===== config.mk =====
export PLATFORM = sky130hd
export DESIGN_NAME = ripple_carry_adder
export DESIGN_NICKNAME = d
export VERILOG_FILES = /design/src/rtl/ripple_carry_adder.sv
export SDC_FILE = /design/constraint.sdc
export NUM_CORES = 1
export LEC_CHECK = 0
export BUFFER_PORTS_ARGS = -buffer_cell sky130_fd_sc_hd__buf_2
export CAP_MARGIN = 0
export CORE_AREA = 2 2 39 41
export DETAILED_ROUTE_END_ITERATION = 7
export DIE_AREA = 0 0 41 43
export GPL_TIMING_DRIVEN = 0
export RECOVER_POWER = 100
export SYNTH_ARGS = -nofsm -noshare
export SYNTH_HDL_FRONTEND = slang
export SYNTH_SLANG_ARGS = --single-unit

===== constraint.sdc =====
create_clock -name clk -period 2.7 [get_ports clk]
set_clock_uncertainty 0.05 [all_clocks]
set_input_delay 0.54 -clock clk [delete_from_list [all_inputs] [get_ports clk]]
set_output_delay 0.54 -clock clk [all_outputs]
set_load 0.01 [all_outputs]

===== src/rtl/ripple_carry_adder.sv =====
// Registered ripple-carry adder: WIDTH full-adder cells chained from c_in, one-cycle latency.
// Optional macro RIPPLE_CARRY_ADDER_OVF_EN adds a registered signed-overflow output ovf.
module ripple_carry_adder #(
    parameter int WIDTH = 4
) (
    input  logic             clk,
    input  logic             rst,
    input  logic [WIDTH-1:0] a,
    input  logic [WIDTH-1:0] b,
    input  logic             c_in,
    output logic [WIDTH-1:0] s,
    output logic             c_out
`ifdef RIPPLE_CARRY_ADDER_OVF_EN
    ,
    output logic             ovf
`endif
);

    logic [WIDTH-1:0] sum_p0;
    logic             carry;
    logic             cout_p0;
`ifdef RIPPLE_CARRY_ADDER_OVF_EN
    logic             msb_cin_p0;
`endif

    // Stage p0: combinational full-adder chain, carry propagating from bit 0 upward.
    always_comb begin
        sum_p0 = '0;
        carry  = c_in;
`ifdef RIPPLE_CARRY_ADDER_OVF_EN
        msb_cin_p0 = 1'b0;
`endif
        for (int i = 0; i < WIDTH; i++) begin
`ifdef RIPPLE_CARRY_ADDER_OVF_EN
            if (i == WIDTH - 1) begin
                msb_cin_p0 = carry;
            end
`endif
            sum_p0[i] = a[i] ^ b[i] ^ carry;
            carry     = (a[i] & b[i]) | (carry & (a[i] ^ b[i]));
        end
        cout_p0 = carry;
    end

    // Stage p1: output registers; reset overrides the sampled result.
    always_ff @(posedge clk) begin
        if (rst) begin
            s     <= '0;
            c_out <= 1'b0;
`ifdef RIPPLE_CARRY_ADDER_OVF_EN
            ovf   <= 1'b0;
`endif
        end else begin
            s     <= sum_p0;
            c_out <= cout_p0;
`ifdef RIPPLE_CARRY_ADDER_OVF_EN
            ovf   <= msb_cin_p0 ^ cout_p0;
`endif
        end
    end

endmodule


==> results.yml <==
clocking:
  cts_resized: 0
  htreeDepth: 1
  cts_buffers: 3
  clk_pin_slew_worst_paths_ns: 0.04
  cts_tree: "done"
  clock_sink_count: 5
  postCtsHoldBufs: 0
  post-cts-setup-buffers: 0
  clockBufferDepth: 2
  cts_root_buffer: "clkbuf_4"
timing:
  relSlewSlack_pct: 90.6
  hold_viol: 0
  rsz0062_at_grt: "no"
  drv_slew: 0
  min_period_over_period_pct: 77.9
  timing.final.ws_setup_ns: 0.596
  finalSetupViolCount: 0
  fmax_ghz: 0.475
  worst_pin_slew_ns: 0.142
  finalCriticalPeriod_ns: 2.10
  setup_tns_ns: 0
synth:
  synth.distinct_cells: 5
  syn-cell-area_um2: 230
  syn_avg_cell_area_um2: 11.0
  yosysWarnings: 0
  syn_nets: 36
  synth-seq-cells: 5
  syn_inst: 21
  yosysSeqAreaShare_pct: 43.5
drt:
  firstDrtPassIters: 1
  viasPerCell: 3.39
  vias: 190
  totalWireLength_um: 371
  drt_iter0_drc: 0
  ant_nets: 0
  route.detailed.drc: 0
  wl_per_cell_um: 6.63
floorplan:
  die_x_um: 41
  coreArea_mm2: 0.00138
  io_pins: 16
  die_h_um: 43
  die_area_mm2: 0.00176
  start_util_pct: 16.6
  row_count: 14
global_routing:
  grt_overflow_total: 0
  grtUsageTotal_pct: 4.95
  antenna_found_initial: 0
  grt_first_pass_wirelength_um: 441
  grt_max_degree: 6
  first_global_vias: 139
min_path:
  hold_end: "c_out$_SDFF_PP0_"
  whs_path_depth: 2
  hold_path_startpoint: "rst"
  hp-class: "input pin to flop"
placed_design:
  place.gp.congestion: 0.613
  placedCellCount: 52
  io_buffers: 15
  dpl.hpwl_um: 325
  place_ws_ns: 0.329
layout:
  n_antenna_cell: 0
  areaGrowthSynthToFinish_pct: 49.5
  final_cell_mix: "buf_2, inv_1, clkbuf_1"
  final_util_pct: 24.9
  drive_gt1_share_pct: 30.0
  stdcell_count: 56
  layout_commonest_cell: "buf_2"
  nets: 56
worst_setup_path:
  cp-end-kind: "flop"
  arrival_ns: 2.23
  crit_required_ns: 2.83
  worstPathMaxFanout: 1
  worstSetupStartpointType: "input pin"
  worst-setup-path-type: "input pin to flop"
  startpoint: "a[0]"
pwr:
  ir_worst_vdd_uv: 110
  power.total_w: 0.000203
  p_leak_nw: 0.176
  p_per_area_mw_per_mm2: 589
status:
  outcome: "completed"
run:
  maxCapViolCount: 0
per-layer routing:
metal	up-vias	share of wire [%]	global-route usage [%]
met5	-	0	0
met4	0	7.8	14.0
met3	4	13	0
met2	13	45	6.25
met1	80	34	2.63
li1	93	-	-
Yosys cell counts, drive strengths merged:
| library cell | count | share of area [%] |
|---|---|---|
| nor2b | 2 | 5.4 |
| fa | 4 | 35 |
| nor2 | 3 | 4.9 |
| dfxtp | 5 | 43 |
| inv | 7 | 11 |
registers in the layout, summed over array words and instances, names as in the netlist:
signal,cells
c_out,1
s,4
worst max-delay path, stage by stage:
cell,delay (ns)
clkbuf_1,0.09
fa_1,0.41
inv_1,0.07
fa_1,0.15
inv_1,0.05
fa_1,0.35
inv_1,0.08
fa_1,0.40
nor2_1,0.10
kinds of logic (layout without fill, tap and decap cells):
kind of cell,Yosys count,in the layout,share of synthesized area [%]
buffers and inverters,7,26,11.4
AND/OR/NAND/NOR,5,5,10.3
flip-flops,5,5,43.5
adder cells (fa/ha/maj),4,4,34.8
cell type report:
| class | count | area, um2 |
|---|---|---|
| Multi-Input combinational cell | 9 | 104 |
| Clock buffer | 4 | 26.3 |
| Tap cell | 16 | 20.0 |
| Fill cell | 165 | 1040 |
| Sequential cell | 5 | 100 |
| Inverter | 7 | 26.3 |
| Timing Repair Buffer | 15 | 67.6 |
how the worst max path moves through the flow:
stage	to	slack [ns]
after CTS	s[3]$_SDFF_PP0_	0.58
after global placement	s[3]$_SDFF_PP0_	0.33
final	s[3]$_SDFF_PP0_	0.60
after global routing	s[3]$_SDFF_PP0_	0.52
after floorplan	s[3]$_SDFF_PP0_	0.50
after detailed placement	s[3]$_SDFF_PP0_	0.33
metrics by stage:
step	hold slack, ns	cell area [um2]
after floorplan	0.557	230
after global placement	0.705	325
after detailed placement	0.709	325
after CTS	0.452	352
after global routing	0.464	344
final	0.457	344
where the power goes:
group,internal [W],switching [W],leakage [nW],total [W]
registers,0.0000826,0.00000186,0.0417,0.0000844
clock network,0.0000557,0.0000273,0.0150,0.0000830
logic,0.0000165,0.0000187,0.119,0.0000352
Power figures use the tool's default switching activity.
